<file path="src/rtl/fitness_evaluator_pkg.sv">
// Shared definitions for the fitness evaluator: FSM state encoding and the
// arithmetic helpers used by the scoring datapath.
package fitness_evaluator_pkg;

   typedef enum logic [1:0] {
      ST_IDLE   = 2'd0,
      ST_RUN    = 2'd1,
      ST_FINISH = 2'd2,
      ST_HOLD   = 2'd3
   } state_t;

   // Operands are zero-extended to 64 bits; width selects the saturation limit (1..64).
   function automatic logic [63:0] sat_add(input logic [63:0] acc,
                                           input logic [63:0] val,
                                           input int unsigned width);
      logic [64:0] sum;
      logic [63:0] limit;
      sum   = {1'b0, acc} + {1'b0, val};
      limit = {64{1'b1}} >> (64 - width);
      if (sum > {1'b0, limit}) begin
         return limit;
      end
      return sum[63:0];
   endfunction

   function automatic logic [63:0] abs_diff(input logic [63:0] p,
                                            input logic [63:0] q);
      return (p >= q) ? (p - q) : (q - p);
   endfunction

endpackage

</file>
<file path="src/rtl/fitness_target_table.sv">
// Target sample RAM: one write port, one synchronous read port with registered
// data. A same-address write returns the previous contents on the read port.
module fitness_target_table #(
   parameter int AddrWidth = 4,
   parameter int DataWidth = 21
) (
   input  logic                 clk,
   input  logic                 we,
   input  logic [AddrWidth-1:0] waddr,
   input  logic [DataWidth-1:0] wdata,
   input  logic [AddrWidth-1:0] raddr,
   output logic [DataWidth-1:0] rdata
);

   logic [DataWidth-1:0] mem [0:(1<<AddrWidth)-1];

   always_ff @(posedge clk) begin
      if (we) begin
         mem[waddr] <= wdata;
      end
      rdata <= mem[raddr];
   end

endmodule

</file>
<file path="src/rtl/fitness_evaluator.sv">
// Scores a line y = a*x + b against the target table: saturating sum of
// |y(x) - target[x]| over all sample points, returned with a one-cycle finish.
module fitness_evaluator
   import fitness_evaluator_pkg::*;
#(
   parameter int IndividualWidth    = 32,
   parameter int ErrorWidth         = 32,
   parameter int SampleAddressWidth = 4,
   parameter int TargetWidth        = IndividualWidth / 2 + SampleAddressWidth + 1
) (
   input  logic                          clk,
   input  logic                          rst,
   input  logic                          start,
   input  logic [IndividualWidth-1:0]    individual,
   output logic                          finish,
   output logic [ErrorWidth-1:0]         error,
   output logic                          busy,
   input  logic                          tableWe,
   input  logic [SampleAddressWidth-1:0] tableAddr,
   input  logic [TargetWidth-1:0]        tableData
);

   localparam int HalfWidth = IndividualWidth / 2;
   localparam int ProdWidth = HalfWidth + SampleAddressWidth;
   localparam int SumWidth  = ProdWidth + 1;

   state_t                        state_reg, state_next;
   logic [HalfWidth-1:0]          a_reg, a_next;
   logic [HalfWidth-1:0]          b_reg, b_next;
   logic [SampleAddressWidth:0]   x_reg, x_next;
   logic                          rd_valid_reg, rd_valid_next;
   logic [SampleAddressWidth-1:0] rd_idx_reg, rd_idx_next;
   logic [ErrorWidth-1:0]         acc_reg, acc_next;
   logic [ErrorWidth-1:0]         error_reg, error_next;

   logic [TargetWidth-1:0]        rd_data;
   logic [ProdWidth-1:0]          product;
   logic [SumWidth-1:0]           y;
   logic [63:0]                   diff;

   // Writes are gated by busy so the table cannot change under an evaluation.
   fitness_target_table #(
      .AddrWidth(SampleAddressWidth),
      .DataWidth(TargetWidth)
   ) u_table (
      .clk  (clk),
      .we   (tableWe && !busy),
      .waddr(tableAddr),
      .wdata(tableData),
      .raddr(x_reg[SampleAddressWidth-1:0]),
      .rdata(rd_data)
   );

   // rd_idx_reg tracks which sample the registered read data belongs to.
   assign product = ProdWidth'(a_reg) * ProdWidth'(rd_idx_reg);
   assign y       = SumWidth'(product) + SumWidth'(b_reg);
   assign diff    = abs_diff(64'(y), 64'(rd_data));

   always_comb begin
      state_next    = state_reg;
      a_next        = a_reg;
      b_next        = b_reg;
      x_next        = x_reg;
      rd_valid_next = 1'b0;
      rd_idx_next   = rd_idx_reg;
      acc_next      = acc_reg;
      error_next    = error_reg;
      case (state_reg)
         ST_IDLE: begin
            if (start) begin
               a_next     = individual[IndividualWidth-1:HalfWidth];
               b_next     = individual[HalfWidth-1:0];
               acc_next   = '0;
               x_next     = '0;
               state_next = ST_RUN;
            end
         end
         ST_RUN: begin
            // x_reg's top bit marks that every address has been issued.
            if (!x_reg[SampleAddressWidth]) begin
               rd_valid_next = 1'b1;
               rd_idx_next   = x_reg[SampleAddressWidth-1:0];
               x_next        = x_reg + 1'b1;
            end
            if (rd_valid_reg) begin
               acc_next = ErrorWidth'(sat_add(64'(acc_reg), diff, ErrorWidth));
               if (&rd_idx_reg) begin
                  error_next = acc_next;
                  state_next = ST_FINISH;
               end
            end
         end
         ST_FINISH: state_next = ST_HOLD;
         ST_HOLD:   state_next = ST_IDLE;
         default:   state_next = ST_IDLE;
      endcase
   end

   always_ff @(posedge clk) begin
      if (rst) begin
         state_reg    <= ST_IDLE;
         a_reg        <= '0;
         b_reg        <= '0;
         x_reg        <= '0;
         rd_valid_reg <= 1'b0;
         rd_idx_reg   <= '0;
         acc_reg      <= '0;
         error_reg    <= '0;
      end else begin
         state_reg    <= state_next;
         a_reg        <= a_next;
         b_reg        <= b_next;
         x_reg        <= x_next;
         rd_valid_reg <= rd_valid_next;
         rd_idx_reg   <= rd_idx_next;
         acc_reg      <= acc_next;
         error_reg    <= error_next;
      end
   end

   assign finish = (state_reg == ST_FINISH);
   assign busy   = (state_reg != ST_IDLE);
   assign error  = error_reg;

endmodule

</file>
<file path="config.mk">
export PLATFORM = sky130hd
export DESIGN_NAME = fitness_evaluator
export DESIGN_NICKNAME = d
export VERILOG_FILES = /design/src/rtl/fitness_evaluator_pkg.sv /design/src/rtl/fitness_target_table.sv /design/src/rtl/fitness_evaluator.sv
export SDC_FILE = /design/constraint.sdc
export NUM_CORES = 1
export LEC_CHECK = 0
export ABC_AREA = 1
export CAP_MARGIN = 20
export CORE_MARGIN = 3
export CORE_UTILIZATION = 50
export CTS_CLUSTER_SIZE = 24
export DETAILED_ROUTE_END_ITERATION = 7
export GPL_ROUTABILITY_DRIVEN = 1
export PLACE_DENSITY_LB_ADDON = 0.25
export SETUP_SLACK_MARGIN = 0.2
export SYNTH_ARGS = -nofsm -noshare
export SYNTH_HDL_FRONTEND = slang
export SYNTH_SLANG_ARGS = --single-unit
</file>
<file path="constraint.sdc">
create_clock -name clk -period 8.9 [get_ports clk]
set_input_delay 0.89 -clock clk [delete_from_list [all_inputs] [get_ports clk]]
set_output_delay 0.89 -clock clk [all_outputs]
set_load 0.05 [all_outputs]
</file>
Word-level counts from Yosys, hierarchy flattened
Memory sizes are Yosys's and may differ from the RTL's. A register that Yosys moved wholly into a read port is not among the register bits.
Cells that the tools add are included.
- add/subtract/negate cells: 5
- multipliers: 1
- $lt $le $gt $ge: 2
- equal/unequal tests: 7
- multiplexer cells: 19
- bitwise logic cells: 2
- reductions and logical operators: 14
- operators by type and width (kind ; count):
    two-way mux 32 bit ; 4
    adder 32 x 64 -> 65 bit ; 1
    > comparator 65 x 32 -> 1 bit (second input constant) ; 1
    two-way mux 64 bit ; 1
    case mux 32 bit (2 select lines) ; 1
    subtractor 21 x 21 -> 22 bit ; 2
    adder 20 x 16 -> 21 bit ; 1
    greater-or-equal comparator 21 bit ; 1
    multiplier 16 x 4 -> 20 bit ; 1
    two-way mux 5 bit ; 2
    case mux 5 bit (2 select lines) ; 1
    AND reduction 3 bit ; 3
    != test 2 bit (second input constant) ; 4
    case mux 2 bit (4 select lines) ; 1
    two-way mux 1 bit ; 6
    two-way mux 2 bit ; 3
    AND reduction 2 bit ; 3
    AND reduction 6 bit ; 1
    adder 5 x 1 -> 5 bit (second input constant) ; 1
    equality test 2 bit (second input constant) ; 2
    AND reduction 4 bit ; 1
    nonzero test 2 bit ; 2
    equality test 2 x 1 -> 1 bit (second input constant) ; 1
    logical NOT 2 bit ; 1
    other kinds (4) ; 5
- flip-flop bits (word level): 108
- bits in writable memories: 336
- input bits: 61
- output and inout bits: 34
- word-level logic and storage cells: 60
- memories kept: 1
- memory list (memory ; words ; bits a word ; rd ports ; clocked after Yosys merged registers in ; write ports ; RTL line ; RTL):
    u_table.mem ; 16 ; 21 ; 1 ; 1 ; 1 ; fitness_target_table.sv:15 ; logic [DataWidth-1:0] mem [0:(1<<AddrWidth)-1];

Depth between registers and ports, before layout
Gate-level depths: netlist of run 1.
- word-level depth: 12
- depth in mapped cells: 54
- depth with buffers taken out: 49

By module
From an unflattened synthesis of run 1, not the netlist that was laid out.
- cells, all modules: 3225
- area, all modules: 26678.1 µm²
- modules (own cells, without submodules) (module ; instances ; cells an instance ; area each (µm²) ; seq. area each (µm²)):
    fitness_target_table ; 1 ; 1401 ; 14924.3 ; 10510.1
    fitness_evaluator ; 1 ; 1824 ; 11753.8 ; 2162.1

Worst setup path after synthesis of run 1
OpenSTA, ideal clock, no wires.
- kind: register to register
- start: register rd_idx_reg[3]
- end: register error_reg[8], in the netlist error[8]
- library setup time: 0.137 ns
- arrival: 7.954 ns
- data required time: 8.763 ns
- slack: 0.808 ns
- stages on the path, launching flop included: 48
- path through: dfxtp_1 > clkbuf_1 > clkbuf_1 > nand2_1 > inv_1 > fa_1 > fa_1 > inv_1 > fa_1 > inv_1 > ha_1 > inv_1 > o31ai_1 > nand2_1 > nand2_1 > a21oi_1 > o21ai_0 > nand2_1 > (+12 left out) > nor2_1 > o22ai_1 > xnor2_1 > inv_1 > ha_1 > nand2_1 > o21ai_0 > a21oi_1 > nand2_1 > a21oi_1 > inv_1 > ha_1 > nor2_1 > nand3_4 > buf_8 > buf_12 > nor2_4 > a21oi_2
- longest elaborated chain between the ends: 10
- elaborated cells between the ends (all ways): 13
- classes of those cells: add/sub: 4; mul: 1; order compare: 2; mux: 5; reduce/logical: 1
- RTL lines (item ; RTL line ; RTL):
    from (decl) ; fitness_evaluator.sv:32 ; logic [SampleAddressWidth-1:0] rd_idx_reg, rd_idx_next;
    from (signal assigned) ; fitness_evaluator.sv:115 ; rd_idx_reg <= rd_idx_next;
    multiplier 16 x 4 -> 20 bit ; fitness_evaluator.sv:55 ; assign product = ProdWidth'(a_reg) * ProdWidth'(rd_idx_reg);
    adder 20 x 16 -> 21 bit ; fitness_evaluator.sv:56 ; assign y = SumWidth'(product) + SumWidth'(b_reg);
    subtractor 21 x 21 -> 22 bit or greater-or-equal comparator 21 bit (tied branches) ; fitness_evaluator_pkg.sv:28 ; return (p >= q) ? (p - q) : (q - p);
    two-way mux 64 bit ; fitness_evaluator_pkg.sv:28 ;
    adder 32 x 64 -> 65 bit ; fitness_evaluator_pkg.sv:18 ; sum = {1'b0, acc} + {1'b0, val};
    > comparator 65 x 32 -> 1 bit ; fitness_evaluator_pkg.sv:20 ; if (sum > {1'b0, limit}) begin
    two-way mux 1 bit ; fitness_evaluator_pkg.sv:20 ;
    two-way mux 1 bit ; fitness_evaluator.sv:85 ; if (rd_valid_reg) begin
    two-way mux 1 bit ; fitness_evaluator.sv:68 ; case (state_reg)
    two-way mux 32 bit ; fitness_evaluator_pkg.sv:23 ; return sum[63:0];
    to (signal assigned) ; fitness_evaluator.sv:117 ; error_reg <= error_next;
    to (decl) ; fitness_evaluator.sv:34 ; logic [ErrorWidth-1:0] error_reg, error_next;
Several ways; a longest one is shown, not always the timed one. The select of a mux whose other input is x is not followed.
A chain may end at the register's enable or synchronous reset.

Final worst setup path of run 1
- start: register rd_idx_reg[3]
- end: register error_reg[17], in the netlist error[17]
Same word-level chain as after synthesis.

==> out/results.txt, run 1 <==
Htree depth -> 2
Worst-margin pin slew -> 1.09 ns
Status -> complete, no violations
Simple-gate area share of the yosys netlist -> 15.4%
Startpoint Class -> register
Crit path capture type -> register
Initial Util -> 50.8%
Syn Inst Count -> 2,639
Number of flip-flops in the largest register -> 336
Total power -> 8.44 mW
DR vias -> 18,800
RSZ-0062 raised after global routing -> false
Total CTS buffers -> 49
Setup TNS -> 0 ns
Finished Layout Cells -> 3,435
Largest family of logic cells by synthesized area -> simple AND/OR/NAND/NOR gates
Post-synthesis adder-cell area fraction -> 9.37%
Worst vdd ir -> 0.197 mV
Drt wl/cell -> 19.0 um
Leakage Power -> 11.7 nW
Final WL -> 65,200 um
Seq/Total Area, Yosys -> 50.9%
Multi-input gate area -> 10,800 um^2
Ys flop type -> edfxtp_1
Worst setup path class -> reg -> reg
Chip Width -> 229 um
Initial antenna violation count -> 3
Slew Viols, Final -> 0
Worst path most repeated cell -> nand2_1
Endpoints failing hold -> 0
Slowest stage cell, crit path -> fa_1
Hold buffer count at cts -> 0
Hold_ws -> 0.472 ns
Register area -> 12,700 um^2
Hold Path Depth -> 2
Post-Synth XOR/XNOR Area -> 2.36%
Max incr delay on CP -> 0.54 ns
Worst-case reg-to-reg path depth -> 46
Slew margin rel. -> 27.1%
Synthesized flop and latch total -> 465
Top-area cell type share of the netlist area -> 40.5%
Share of layout cells above drive strength 1 -> 9.31%
Drt drc -> 0
First-pass GRT wire length -> 100,000 um
Die Height -> 229 um
Final Net Count -> 2,951
Min-delay worst type -> reg -> reg
Fill cells -> 4,252
Mux contribution to synthesized area -> 1.37%
Crit share post-route -> 92.2%
Clock skew -> 0.0362 ns
Number of synthesized flops with an enable pin -> 336
Vias in the first global route -> 17,900
1st-iter DRT viols -> 1,701
Worst flop-to-flop path startpoint -> rd_idx_reg[3]
Reg clk slew, reported paths -> 0.06 ns
Syn. warnings -> 0
Post-Syn Area per Cell -> 9.44 um^2
FF-to-FF End -> error[17]
CTS tree -> done
Worst-path maximum fanout -> 14
Critical Path RT -> 9.36 ns
Detail-routed via count per cell -> 5.48
Total Routing Usage GR -> 24.1%
Antenna viol nets, final -> 0
Max Cap Viol -> 0
Final setup violation count -> 0
CORE AREA -> 49,100 um^2
Placed Cells incl. Taps -> 3,337
Compound-gate portion of the synthesized area -> 13.7%
Area of the die -> 52,500 um^2
Cell taking the most area after synthesis -> edfxtp_1
Row count -> 81
Pin count of the biggest net entering global routing -> 103
Period minus WS final -> 8.21 ns
Critical path arrival -> 8.67 ns
Synth cell count leaders -> nand2_1 (421), nor2_1 (352), edfxtp_1 (336), inv_1 (326), o21ai_0 (192)
F_max -> 122 MHz
CTS Root Cell -> clkbuf_16
I/O pins -> 95
Clock sink total -> 465
PortBufs -> 94
Flop-to-flop setup slack -> 0.69 ns
GRT overflow -> 0
Syn_nets -> 2,859
Clock Latency Late Sink -> 0.61 ns
DPL Wire Length -> 44,500 um
1st-pass router iterations -> 5
Worst Hold End -> acc_reg[20]
Async set-reset flop share out of synthesis -> 0%
Dominant cells by area after synthesis -> edfxtp_1 (41%), dfxtp_1 (10%), nand2_1 (6.3%)
Synth cell types -> 50
Area Overhead vs Synth -> 14.8%
Power per cell area -> 295 nW/um^2
Hold Path Origin -> acc_reg[20]
Synth Cell Area -> 24,900 um^2
Most frequent cell after synthesis -> nand2_1
Routability cong. -> 0.930
Core Util, Final -> 58.3%
Max Root-Sink Buffers -> 3
-- worst max path at each step --
| stage | from | to | slack, ns | depth (start not counted) |
|---|---|---|---|---|
| 3_3_place_gp | rd_idx_reg[2] | acc_reg[0] | 0.18 | 45 |
| 2_1_floorplan | rd_idx_reg[3] | error[8] | 0.81 | 47 |
| 4_1_cts | rd_idx_reg[3] | acc_reg[25] | 0.23 | 46 |
| 5_1_grt | rd_idx_reg[3] | acc_reg[30] | 0.17 | 44 |
| 3_5_place_dp | rd_idx_reg[2] | acc_reg[28] | 0.08 | 43 |
| 6_report | rd_idx_reg[3] | error[17] | 0.69 | 46 |
-- through the flow --
| step | area, um^2 | setup WS, ns |
|---|---|---|
| finish | 28600 | 0.694 |
| global route | 28600 | 0.171 |
| CTS | 28300 | 0.230 |
| detailed placement | 26700 | 0.0801 |
| global placement | 26700 | 0.185 |
| floorplan | 24900 | 0.808 |
-- area by class of cell --
class	count	area share, %
clock inverter	31	1.15
clock buffer	59	4.46
antenna	1	0.00875
tap	664	2.90
multi-input combinational	1733	37.7
sequential	465	44.3
inverter	333	4.40
timing repair buffer	149	5.00
-- critical path, delay by kind of cell, from the launching register on --
kind	cells	cell delay, ns
fa+ha+maj	7	2.79
simple gates	16	1.85
compound gates	9	1.38
buf+inv	12	1.27
xor+xnor	2	0.47
flops	1	0.31
-- cells in the final DEF (no fill, tap or decap), drive strengths merged, types with 4 or more instances in the layout --
master / n
o221ai: 35
nand2: 432
nor3: 15
clkbuf: 62
a21oi: 176
o211ai: 17
a21o: 12
dfxtp: 129
o21ai: 198
mux2i: 34
buf: 52
o21a: 5
clkinv: 24
nand4: 10
fa: 46
or2: 4
a31oi: 7
bufinv: 4
o32ai: 52
nand3: 72
xor2: 46
clkdlybuf4s50: 94
ha: 113
inv: 335
o21bai: 40
xnor2: 21
edfxtp: 336
nor2: 380
-- per-layer routing --
metal | global-route usage, % | part of all wire [%]
met1 | 33.0 | 44
met2 | 39.8 | 48
met3 | 3.69 | 6.0
met4 | 7.29 | 2.5
met5 | 0 | 0
-- cells by family after synthesis --
logic type | after synthesis
AO/OA/AOI/OAI | 555
XOR/XNOR | 67
adder cells (fa/ha/maj) | 159
buffers and inverters | 442
flip-flops | 465
multiplexers | 34
AND/OR/NAND/NOR | 917
-- timing repair --
action | CTS | global route
setup buffers | 0 | 3
gates resized for setup | 3 | 49
cloned | 0 | 4
endpoints found under the setup margin | 52 | 64
pin swaps | 0 | 4
-- report_power, final --
group | total (mW) | internal, mW | switching [mW] | leakage (nW)
Combinational | 3.86 | 1.30 | 2.56 | 6.81
Clock | 2.03 | 1.15 | 0.874 | 0.790
Sequential | 2.55 | 2.44 | 0.111 | 4.09
No activity file was read; power rests on OpenSTA's default activity.
==> inputs of run 2 (changes only) <==
- SETUP_SLACK_MARGIN: 0.2 -> 0.3
==> out/results.txt, run 2 (synthesis results as in run 1) <==
Status -> complete, no violations (unchanged)
Total Routing Usage GR -> 24.1% (unchanged)
DPL Wire Length -> 44,500 um (unchanged)
Antenna viol nets, final -> 0 (unchanged)
Area Overhead vs Synth -> 15.1% (was 14.8%)
Max Root-Sink Buffers -> 3 (unchanged)
Row count -> 81 (unchanged)
Crit share post-route -> 91.3% (was 92.2%)
Htree depth -> 2 (unchanged)
Reg clk slew, reported paths -> 0.06 ns (about the same)
Worst vdd ir -> 0.198 mV (was 0.197 mV)
Hold Path Depth -> 2 (unchanged)
Worst path most repeated cell -> nand2_1 (unchanged)
I/O pins -> 95 (unchanged)
DR vias -> 18,900 (was 18,800)
Max incr delay on CP -> 0.53 ns (was 0.54 ns)
Crit path capture type -> register (unchanged)
Endpoints failing hold -> 0 (unchanged)
Fin area -> 28,700 um^2 (was 28,600 um^2)
Detail-routed via count per cell -> 5.50 (was 5.48)
Worst setup path class -> reg -> reg (unchanged)
Chip Width -> 229 um (unchanged)
Most common cell after layout, fill and taps aside -> nand2_1 (unchanged)
RSZ-0062 raised after global routing -> false (unchanged)
Setup TNS -> 0 ns (unchanged)
Most frequent cells in the layout -> nand2_1 (417), edfxtp_1 (336), nor2_1 (332) (was nand2_1 (419), edfxtp_1 (336), nor2_1 (332))
Worst-path maximum fanout -> 14 (unchanged)
Die Height -> 229 um (unchanged)
GRT overflow -> 0 (unchanged)
Initial Util -> 50.8% (unchanged)
Max Cap Viol -> 0 (unchanged)
Final setup violation count -> 0 (unchanged)
Period minus WS final -> 8.12 ns (was 8.21 ns)
Dpl cell area -> 26,700 um^2 (unchanged)
CORE AREA -> 49,100 um^2 (unchanged)
CTS Root Cell -> clkbuf_16 (unchanged)
1st-pass router iterations -> 5 (unchanged)
Leakage Power -> 11.7 nW (about the same)
Worst-margin pin slew -> 1.09 ns (about the same)
Clock sink total -> 465 (unchanged)
Clock Latency Late Sink -> 0.62 ns (was 0.61 ns)
Setup WS pre-CTS -> 0.0801 ns (unchanged)
Worst-case reg-to-reg path depth -> 44 (was 46)
CTS tree -> done (unchanged)
Min-delay worst type -> reg -> reg (unchanged)
Critical path arrival -> 8.59 ns (was 8.67 ns)
Slew Viols, Final -> 0 (unchanged)
Vias in the first global route -> 17,900 (unchanged)
Drt wl/cell -> 19.0 um (about the same)
Critical Path RT -> 9.37 ns (was 9.36 ns)
F_max -> 123 MHz (was 122 MHz)
Total CTS buffers -> 49 (unchanged)
Clock skew -> 0.0384 ns (was 0.0362 ns)
Routability cong. -> 0.930 (unchanged)
Area of the die -> 52,500 um^2 (unchanged)
Pin count of the biggest net entering global routing -> 103 (unchanged)
PortBufs -> 94 (unchanged)
Drt drc -> 0 (unchanged)
Final WL -> 65,400 um (was 65,200 um)
Number of flip-flops in the largest register -> 336 (unchanged)
Share of layout cells above drive strength 1 -> 9.60% (was 9.31%)
Min setup slack post-route -> 0.776 ns (was 0.694 ns)
Final Net Count -> 2,952 (was 2,951)
1st-iter DRT viols -> 1,811 (was 1,701)
Power per cell area -> 296 nW/um^2 (was 295 nW/um^2)
Slowest stage cell, crit path -> fa_1 (unchanged)
Startpoint Class -> register (unchanged)
First-pass GRT wire length -> 100,000 um (unchanged)
Slew margin rel. -> 27.5% (was 27.1%)
Initial antenna violation count -> 3 (unchanged)
## run 2: changes by cell type in the layout (fill, tap and decap cells not counted), sizes merged
| cell | previous run | this run |
|---|---|---|
| diode | 1 | 2 |
| buf | 52 | 53 |
## run 2: layout make-up
type	instances	area, um^2
diodes	2	5.00
clock inverters	31	329
flip-flops and latches	465	12700
repair buffers	150	1440
inverters	333	1260
multi-input cells	1733	10800
fillers	4244	20400
clock buffers	59	1280
well taps	664	831
## run 2: worst max-delay path: cells and delay by family (launching register included)
family / cells / cell delay, ns
and+or+nand+nor: 16 / 1.81
xor gates and xnor gates: 2 / 0.50
AOI/OAI and AO/OA: 9 / 1.34
adders and majority gates: 7 / 2.83
DFF: 1 / 0.33
buffers and inverters: 10 / 1.19
## run 2: final timing paths
kind	from	to	slack, ns
max	rd_idx_reg[3]	error[17]	0.78
min	acc_reg[20]	acc_reg[20]	0.47
max reg2reg	rd_idx_reg[3]	error[17]	0.78
min reg2reg	acc_reg[20]	acc_reg[20]	0.47
## run 2: power breakdown
part           leakage [nW]  switching, mW  internal, mW  total, mW
Combinational          6.81           2.58          1.32       3.90
Sequential             4.09          0.112          2.44       2.55
Clock                 0.790          0.871          1.15       2.02
## run 2: metrics by stage
| stage | power (mW) | std cells | util (%) | hold WS [ns] |
|---|---|---|---|---|
| final | 8.48 | 3437 | 58.4 | 0.471 |
| after global routing | 9.03 | 3435 | 58.4 | 0.494 |
| after CTS | 8.32 | 3427 | 57.6 | 0.473 |
| after detailed placement | 6.27 | 3337 | 54.4 | 0.461 |
| after global placement | 6.25 | 3337 | 54.4 | 0.458 |
| after floorplan | 5.26 | 2639 | - | 0.450 |
## run 2: repair_timing
item | 4_1_cts | 5_1_grt
resized for setup | 5 | 56
cloned | 0 | 4
endpoints found under the hold margin | 0 | 0
hold buffers | 0 | 0
pin swaps | 0 | 9
endpoints found under the setup margin | 58 | 64
setup buffers | 0 | 4
## run 2: per-layer routing
layer | vias up | global-route usage (%) | wire length, um
li1 | 9122 | - | -
met1 | 9096 | 33.0 | 28500
met2 | 590 | 39.8 | 31200
met3 | 96 | 3.69 | 4080
met4 | 0 | 7.29 | 1650
met5 | - | 0 | 0
